$ cat config.mk
export PLATFORM = sky130hd
export DESIGN_NAME = sat_counter
export DESIGN_NICKNAME = d
export VERILOG_FILES = /design/src/rtl/counter_check_pkg.sv /design/src/rtl/sat_counter.sv
export SDC_FILE = /design/constraint.sdc
export NUM_CORES = 1
export LEC_CHECK = 0
export BUFFER_PORTS_ARGS = -buffer_cell sky130_fd_sc_hd__buf_2
export CORE_UTILIZATION = 30
export DETAILED_ROUTE_END_ITERATION = 7
export PLACE_DENSITY = 0.58
export SLEW_MARGIN = 20
export SYNTH_ARGS = -nofsm -noshare
export SYNTH_HDL_FRONTEND = slang
export SYNTH_SLANG_ARGS = --single-unit
$ cat constraint.sdc
create_clock -name clk -period 3.7 [get_ports clk]
set_clock_uncertainty 0.2 [all_clocks]
set_input_delay 0.555 -clock clk [delete_from_list [all_inputs] [get_ports clk]]
set_output_delay 0.555 -clock clk [all_outputs]
set_load 0.05 [all_outputs]
$ cat src/rtl/counter_check_pkg.sv
// counter_check_pkg: shared state encoding, default parameters and saturating increment.
package counter_check_pkg;
   localparam int DEF_WIDTH         = 5;
   localparam int DEF_SETTLE_CYCLES = 2;
   localparam int DEF_NUM_SAMPLES   = 50;
   localparam int DEF_STEP          = 1;
   localparam int DEF_CNT_W         = 8;

   typedef enum logic [1:0] {IDLE, SETTLE, CHECK, DONE} state_t;

   // Increments v unless it already holds the all-ones value of a w-bit counter.
   function automatic logic [31:0] sat_inc(input logic [31:0] v, input int w);
      logic [31:0] max;
      max = 32'hFFFF_FFFF >> (32 - w);
      return (v == max) ? v : v + 32'd1;
   endfunction
endpackage

$ cat src/rtl/sat_counter.sv
// sat_counter: CNT_W-bit counter that sticks at all-ones; clr wins over inc.
module sat_counter
   import counter_check_pkg::*;
#(
   parameter int CNT_W = DEF_CNT_W
) (
   input  logic             clk,
   input  logic             reset,
   input  logic             clr,
   input  logic             inc,
   output logic [CNT_W-1:0] q
);
   always_ff @(posedge clk or negedge reset) begin
      if (!reset) q <= '0;
      else if (clr) q <= '0;
      else if (inc) q <= CNT_W'(sat_inc(32'(q), CNT_W));
   end
endmodule

==> flow_summary.yaml, run 1 <==
grt:
  antenna_found_initial: 0
  grt_max_degree: 12
  grt_pass1_wl_um: 1766
  grt_use_total_pct: 13.75
  grt_pass1_vias: 358
  grt-ovfl-total: 0
drt:
  drt_iter0_drc: 8
  antenna_left: 0
  wl_per_cell_um: 13.95
  drtPass1Iterations: 4
  vias: 425
  drc: 0
  vias_per_cell: 5.592
  wirelength_um: 1060
pwr:
  switching_share_pct: 27.85
  power_uw: 187.9
  p_int_uw: 135.6
  power.switching_uw: 52.33
  p_leak_uw: 0.0002624
  power.share.sequential_pct: 49.7
  share_comb_of_total_power_pct: 13.3
  peakVddDrop_v: 0.0001042
  pwr-share-clk_pct: 37.0
  power_density_nw_per_um2: 325.8
clocking:
  cts_setup_buffers: 0
  cts_root_buf: "clkbuf_4"
  clkTransAtPathRegs_ns: 0.06
  cts_tree: "built"
  cts_sinks: 8
  hold_buffers: 1
  ctsResizeCount: 0
  insertion_delay_ns: 0.26
  htree_levels: 1
  cts_buffer_depth: 2
  cts_buffers: 3
critical_path:
  arrival_ns: 1.80
  critPathKind: "reg2reg"
  crit_path_end_kind: "flip-flop"
  cp_slowest_cell: "dfrtp_1"
  cp_max_fo: 7
  startpoint_type: "flip-flop"
  required_ns: 3.64
  worstPathCellList: "ha_1, and4_1, a21boi_4, mux2_4"
  cpPeakStageDelay_ns: 0.44
sta:
  setup_viol: 0
  max-slew-margin-rel_pct: 81.39
  timing.setup.tns_ns: 0
  tightest_slew_ns: 0.2791
  rsz0062_at_grt: "false"
  final_max_slew_viol_count: 0
  clock.fmax_mhz: 536.6
  post-route-period-util_pct: 50.37
  finalHoldViolations: 0
  min_period_ns: 1.864
synthesis:
  yosysSeqAreaShare_pct: 40.92
  netlist_instances: 48
  syn_avg_cell_area_um2: 10.19
  yosys_warnings: 0
  netlist_area_um2: 489.2
  yosys.area_share.simple_pct: 29.16
  yosys.area_share.adder_pct: 2.558
  synth_seq_cells: 8
  synth_compound_area_share_pct: 15.09
  ys_types: 27
  synth-xor-area-share_pct: 0
  synthMuxAreaShare_pct: 7.417
  synth_top_family_by_area: "simple AND/OR/NAND/NOR gates"
  syn_nets: 53
floorplanning:
  die-area_um2: 1796
  core_um2: 1506
  initial_core_util_pct: 32.48
  die_h_um: 42.38
  fp-row-count: 14
  die_width_um: 42.38
  ioPinCount: 12
layout:
  synthToLayoutAreaGrowth_pct: 17.90
  fin_util_pct: 38.29
  largest_reg_flops: 8
  multi_input_area_um2: 265.3
  final_common_cell: "buf_2"
  design_area_um2: 576.8
  antenna_cells: 0
  fin_nets: 67
  regMostFlops: "q"
  nFillCells: 161
  final_cell_mix: "buf_2, dfrtp_1, nor3_1"
  drive_gt1_share_pct: 31.67
  regArea_um2: 200.2
  reg_top3: "q (8)"
placed_design:
  placed_area_um2: 544.3
  port_buffers: 11
  gp_congestion: 0.7139
hold_path:
  min_path_type: "in2reg"
status:
  outcome: "complete, no violations"
run:
  drv_cap: 0
## worst paths after layout
kind | from | endpoint | slack (ns) | cells after the start
hold reg to reg | q[3] | q[3] | 0.44 | 2
setup / recovery | q[0] | q[0] | 1.84 | 4
max in group asynchronous | reset | q[2] | 2.66 | 2
setup reg to reg | q[0] | q[0] | 1.84 | 4
min in group asynchronous | reset | q[3] | 0.46 | 2
hold / removal | clr | q[3] | 0.39 | 2
## metal layers
metal / routed length (um) / track usage (%)
met4: 31 / 9.375
met2: 450 / 16.00
met3: 51 / 5.172
met5: 0 / 0
met1: 527 / 20.11
## cell usage after synthesis
library cell / n / area [um^2]
a211oi_1: 3 / 22.52
a21boi_4: 1 / 18.77
a21oi_1: 2 / 10.01
a31oi_1: 1 / 6.260
a41oi_1: 1 / 8.760
and3_4: 1 / 11.26
and4_1: 1 / 8.760
and4_2: 1 / 10.01
buf_2: 1 / 5.000
buf_6: 1 / 11.26
clkbuf_1: 1 / 3.750
dfrtp_1: 8 / 200.2
ha_1: 1 / 12.51
inv_1: 1 / 3.750
mux2_2: 1 / 11.26
mux2_4: 1 / 15.01
mux2i_1: 1 / 10.01
nand2_1: 1 / 3.750
nand2b_1: 2 / 12.51
nand3_1: 3 / 15.01
nand4_1: 3 / 18.77
nor2_1: 2 / 7.510
nor2b_1: 3 / 18.77
nor3_1: 4 / 20.02
nor3b_1: 1 / 7.510
nor4b_1: 1 / 8.760
o21bai_1: 1 / 7.510
## critical path, delay by kind of cell, from the launching register on
family | cells | cell delay (ns)
flip-flops | 1 | 0.44
multiplexers | 1 | 0.31
AO/OA/AOI/OAI | 1 | 0.19
AND/OR/NAND/NOR | 1 | 0.31
adder cells (fa/ha/maj) | 1 | 0.30
## metrics by stage
step,hold slack [ns],instances,setup slack [ns]
final,0.3924,76,1.836
after global routing,0.4076,76,1.745
after floorplan,0.05941,48,1.664
after global placement,0.2108,72,1.838
after CTS,0.4001,76,1.837
after detailed placement,0.2083,72,1.841
## final cells by class
| cell class | count | share of cell area, % |
|---|---|---|
| multi-input cells | 36 | 45.99 |
| flip-flops and latches | 8 | 34.71 |
| clock buffers | 3 | 3.905 |
| repair buffers | 12 | 11.28 |
| well taps | 16 | 3.471 |
| inverters | 1 | 0.6508 |
## power groups by stage
stage,Combinational (uW),Clock [uW],Sequential (uW)
after floorplan,10.3,0,102
final,25.0,69.5,93.4
after detailed placement,24.5,0,94.9
after global routing,27.4,76.6,93.9
after CTS,25.3,69.7,93.3
after global placement,24.2,0,95.1
## kinds of logic after synthesis
logic type / count (synthesis)
AOI/OAI and AO/OA: 9
and+or+nand+nor: 23
adders and majority gates: 1
DFF: 8
muxes: 3
buffers and inverters: 4
Note: power is estimated with default switching activity, not from simulation.
==> run 2, diff against run 1 <==
- ABC_AREA: unset -> 1
- PLACE_DENSITY: 0.58 -> 0.6
- clock period: 3.7 -> 1.7 ns (I/O delays scaled with it)
==> run 2 against run 1 <==
  * Synthesized cell count grew 46%
  * Final area rose by 6.5%
  * Critical path depth is 3 higher
  * Non-clock buffer count is the same
  * Sequential power up 120%
  * Synthesized area increased by 2.3%
  * Sequential share of layout area shrank 1.7 points
  * Via count grew 20%
  * First-iteration DRC count increased by 38%
==> flow_summary.yaml, run 2 <==
status:
  outcome: "complete, no violations"
drt:
  wl_per_cell_um: 11.46
  vias_per_cell: 5.069
  drc: 0
  drtPass1Iterations: 4
  drt_iter0_drc: 11
  vias: 512
  wirelength_um: 1157
  antenna_left: 0
hold_path:
  min_path_type: "in2reg"
  worstHoldStart: "clr"
placed_design:
  dp.cells: 97
  hpwlAfterDp_um: 859.2
  port_buffers: 11
  gp_congestion: 0.8502
  placed_area_um2: 578.1
clocking:
  htree_levels: 1
  cts_buffers: 3
  cts_buffer_depth: 2
  cts_tree: "built"
  cts_setup_buffers: 0
  cts_root_buf: "clkbuf_4"
  cts_sinks: 8
  insertion_delay_ns: 0.26
  clkTransAtPathRegs_ns: 0.06
layout:
  fin_util_pct: 40.31
  nFillCells: 157
  drive_gt1_share_pct: 27.06
  final_common_cell: "nand2_1"
  final_cell_mix: "nand2_1, buf_2, nand3_1, inv_1, nor2_1"
  regArea_um2: 202.7
  reg_top3: "q (8)"
  synthToLayoutAreaGrowth_pct: 22.75
  design_area_um2: 614.3
  multi_input_area_um2: 266.5
  antenna_cells: 0
  regMostFlops: "q"
  fin_cells: 101
  fin_nets: 92
  largest_reg_flops: 8
grt:
  grt-ovfl-total: 0
  grt_use_total_pct: 14.49
  grt_max_degree: 10
  grt_pass1_vias: 450
  antenna_found_initial: 0
  grt_pass1_wl_um: 1883
synthesis:
  syn_nets: 75
  ys_types: 17
  yosysSeqAreaShare_pct: 40.00
  ys.flop_type: "dfrtp_1"
  netlist_instances: 70
  yosys_warnings: 0
  yosys.area.top_type: "dfrtp_1"
  synthDominantCellAreaShare_pct: 40.00
  syn_avg_cell_area_um2: 7.150
  synthTopCellsByArea: "dfrtp_1, nand2_1, nand3_1"
  yosysMostFrequentCell: "nand2_1"
  synth_edf_count: 0
  async_flop_share_pct: 100.0
  yosys-top-cells-count: "nand2_1, nand3_1, inv_1, dfrtp_1, nor2_1"
  synth_seq_cells: 8
  netlist_area_um2: 500.5
sta:
  post-route-period-util_pct: 90.85
  max-slew-margin-rel_pct: 83.37
  clock.fmax_mhz: 647.5
  rsz0062_at_grt: "false"
  min_period_ns: 1.544
  final_max_slew_viol_count: 0
  tightest_slew_ns: 0.2512
  setup_viol: 0
  finalHoldViolations: 0
  timing.setup.tns_ns: 0
floorplanning:
  die_h_um: 42.85
  die_width_um: 42.85
  ioPinCount: 12
  fp-row-count: 14
  die-area_um2: 1836
  core_um2: 1524
  initial_core_util_pct: 32.84
pwr:
  p_leak_uw: 0.0003270
  power_uw: 419.5
  peakVddDrop_v: 0.0004269
  power_density_nw_per_um2: 682.9
critical_path:
  critPathKind: "reg2reg"
  crit_path_end_kind: "flip-flop"
  cp_slowest_cell: "dfrtp_2"
  arrival_ns: 1.50
  cp_max_fo: 5
  regToRegStartpoint: "q[0]"
  ff2ff_setup_slack_ns: 0.16
  required_ns: 1.66
  critPathLaunch: "q[0]"
  cpPeakStageDelay_ns: 0.42
  startpoint_type: "flip-flop"
  worstPathCellList: "ha_1, nand2_2, nor2_2, a21oi_2, nand3_1, nand2_1, inv_1"
run:
  drv_cap: 0
-- run 2: cells by family (layout without fill, tap and decap cells) --
family          Yosys count  count (layout)  synth area share [%]
compound gates            9               9                 11.25
xor+xnor                  1               1                 1.750
fa+ha+maj                 1               1                 2.500
buf+inv                  10              25                 7.499
flops                     8               8                 40.00
simple gates             41              41                 37.00
-- run 2: worst paths after layout --
| path | end | cells past startpoint |
|---|---|---|
| worst max-delay path | q[7] | 7 |
| worst min-delay path | q[7] | 4 |
| worst max register to register | q[7] | 7 |
| worst min register to register | q[1] | 2 |
| max in group asynchronous | q[1] | 2 |
| min in group asynchronous | q[0] | 2 |
-- run 2: layout make-up --
cell class	count	share of cell area, %
multi-input combinational	52	43.38
sequential	8	32.99
timing repair buffer	12	10.59
inverter	10	6.110
clock buffer	3	3.666
tap	16	3.259
-- run 2: where the power goes --
group | leakage (uW) | switching, uW | total (uW) | internal [uW]
clock network | 0.0000138 | 71.3 | 153 | 81.3
registers | 0.000107 | 6.60 | 203 | 197
logic | 0.000207 | 46.7 | 63.7 | 17.0
-- run 2: timing repair --
action	CTS	global route
resized for setup	0	1
endpoints found under the hold margin	8	0
setup endpoints to repair	0	4
hold buffers	1	0
-- run 2: worst max-delay path: cells and delay by family, from the launching register on --
| kind | cells | cell delay [ns] |
|---|---|---|
| AOI/OAI and AO/OA | 1 | 0.23 |
| DFF | 1 | 0.42 |
| buffers and inverters | 1 | 0.03 |
| and+or+nand+nor | 4 | 0.34 |
| adders and majority gates | 1 | 0.23 |
-- run 2: stage by stage --
step / hold slack (ns) / worst slack (ns)
final: 0.08443 / 0.1556
after global routing: 0.09460 / 0.07236
after CTS: 0.06730 / 0.04174
after detailed placement: -0.09117 / 0.05070
after global placement: -0.09029 / 0.1151
after floorplan: -0.2406 / 0.01626
-- run 2: routing by layer --
layer	up-vias	GRT usage, %	part of all wire, %
li1	259	-	-
met1	238	16.18	45
met2	10	22.73	49
met3	5	1.702	2.5
met4	0	15.00	3.5
met5	-	0	0
==> run 3, diff against run 2 <==
- CORE_AREA: unset -> 2 2 39 41
- CORE_UTILIZATION: 30 -> unset
- DIE_AREA: unset -> 0 0 41 43
- GPL_TIMING_DRIVEN: unset -> 0
- PLACE_DENSITY: 0.6 -> 0.7
==> run 3 against run 2 <==
  * Final area is 1.8% higher
  * Sequential share of layout area fell by 0.59 points
  * Core utilization up 4.9 points
  * Global-route usage up 0.30 points
  * Flip-flop and latch count unchanged
  * Die area shrank 4.0%
  * Power up 1.2%
  * Non-clock buffer count did not move
  * Critical endpoint unchanged
==> flow_summary.yaml, run 3 (same netlist as run 2, synthesis figures left out) <==
status:
  outcome: "complete, no violations"
drt:
  antenna_left: 0
  vias: 506
  drtPass1Iterations: 4
  drc: 0
  wirelength_um: 1068
  wl_per_cell_um: 10.47
  drt_iter0_drc: 19
  vias_per_cell: 4.961
layout:
  fin_cells: 102
  final_cell_mix: "nand2_1, buf_2, nand3_1, inv_1, nor2_1"
  synthToLayoutAreaGrowth_pct: 25.00
  reg_top3: "q (8)"
  fin_nets: 92
  design_area_um2: 625.6
  largest_reg_flops: 8
  fin_util_pct: 45.21
  final_common_cell: "nand2_1"
  regMostFlops: "q"
  drive_gt1_share_pct: 26.74
  antenna_cells: 0
critical_path:
  cp_max_fo: 5
  required_ns: 1.64
  startpoint_type: "flip-flop"
  cp_slowest_cell: "dfrtp_2"
  cpPeakStageDelay_ns: 0.43
  crit_path_end_kind: "flip-flop"
  arrival_ns: 1.49
  worstPathCellList: "ha_1, nand2_2, nor2_2, a21oi_4, nand3_1, nand2_1, inv_1"
  critPathKind: "reg2reg"
floorplanning:
  die_h_um: 43
  core_um2: 1384
  die-area_um2: 1763
  initial_core_util_pct: 36.17
  ioPinCount: 12
  die_width_um: 41
  fp-row-count: 14
placed_design:
  port_buffers: 11
  placed_area_um2: 578.1
  gp_congestion: 0.7836
  dp.cells: 97
  hpwlAfterDp_um: 808.9
sta:
  final_max_slew_viol_count: 0
  setup_viol: 0
  clock.fmax_mhz: 645.3
  max-slew-margin-rel_pct: 82.04
  rsz0062_at_grt: "false"
  post-route-period-util_pct: 91.16
  finalHoldViolations: 0
  min_period_ns: 1.550
  tightest_slew_ns: 0.2684
clocking:
  htree_levels: 1
  cts_buffer_depth: 2
  cts_buffers: 3
  insertion_delay_ns: 0.26
  cts_setup_buffers: 0
  cts_root_buf: "clkbuf_4"
  cts_tree: "built"
  clkTransAtPathRegs_ns: 0.06
  cts_sinks: 8
run:
  drv_cap: 0
grt:
  grt_pass1_wl_um: 1690
  grt_max_degree: 10
  grt_use_total_pct: 14.79
  grt_pass1_vias: 392
  antenna_found_initial: 0
  grt-ovfl-total: 0
pwr:
  power_uw: 424.4
  p_leak_uw: 0.0003297
  power_density_nw_per_um2: 678.4
  peakVddDrop_v: 0.0002784
hold_path:
  min_path_type: "in2reg"
-- run 3: worst paths after layout --
check	startpoint	end	slack (ns)	depth (start not counted)
setup / recovery	q[0]	q[7]	0.15	7
hold / removal	clr	q[3]	0.08	4
setup reg to reg	q[0]	q[7]	0.15	7
hold reg to reg	q[1]	q[1]	0.34	2
max in group asynchronous	reset	q[0]	0.95	2
min in group asynchronous	reset	q[1]	0.16	2
-- run 3: routing by layer --
metal / wire [um] / up-vias / part of all wire (%) / global-route usage [%]
li1: - / 258 / - / -
met1: 481 / 229 / 45 / 18.21
met2: 523 / 17 / 49 / 20.94
met3: 46 / 2 / 4.3 / 4.712
met4: 17 / 0 / 1.6 / 10.00
met5: 0 / - / 0 / 0
-- run 3: timing repair --
item / 4_1_cts / 5_1_grt
hold buffers: 1 / 0
resized for setup: 1 / 1
endpoints found under the setup margin: 1 / 1
endpoints found under the hold margin: 8 / 0
-- run 3: area by class of cell --
class / count / area [um^2]
fill: 149 / 758.2
clock buffer: 4 / 26.28
tap: 16 / 20.02
timing repair buffer: 12 / 65.06
inverter: 10 / 37.54
multi-input combinational: 52 / 274.0
sequential: 8 / 202.7
-- run 3: per-stage QoR --
stage          setup WS, ns  hold slack (ns)  setup TNS [ns]
2_1_floorplan       0.01626          -0.2406               0
3_3_place_gp       -0.01495         -0.08835        -0.01495
3_5_place_dp       -0.01450         -0.08693        -0.01450
4_1_cts             0.09701          0.07500               0
5_1_grt             0.02807          0.07091               0
6_report             0.1503          0.07934               0
-- run 3: worst max-delay path: cells and delay by family, from the launching register on --
kind | cells | cell delay (ns)
simple gates | 4 | 0.35
compound gates | 1 | 0.20
flops | 1 | 0.43
fa+ha+maj | 1 | 0.22
buf+inv | 1 | 0.04
-- run 3: report_power, final --
part / switching (uW) / leakage (uW) / internal (uW)
clock network: 67.3 / 0.0000150 / 89.9
logic: 46.8 / 0.000208 / 17.3
registers: 6.26 / 0.000107 / 197
total: 120 / 0.000330 / 304
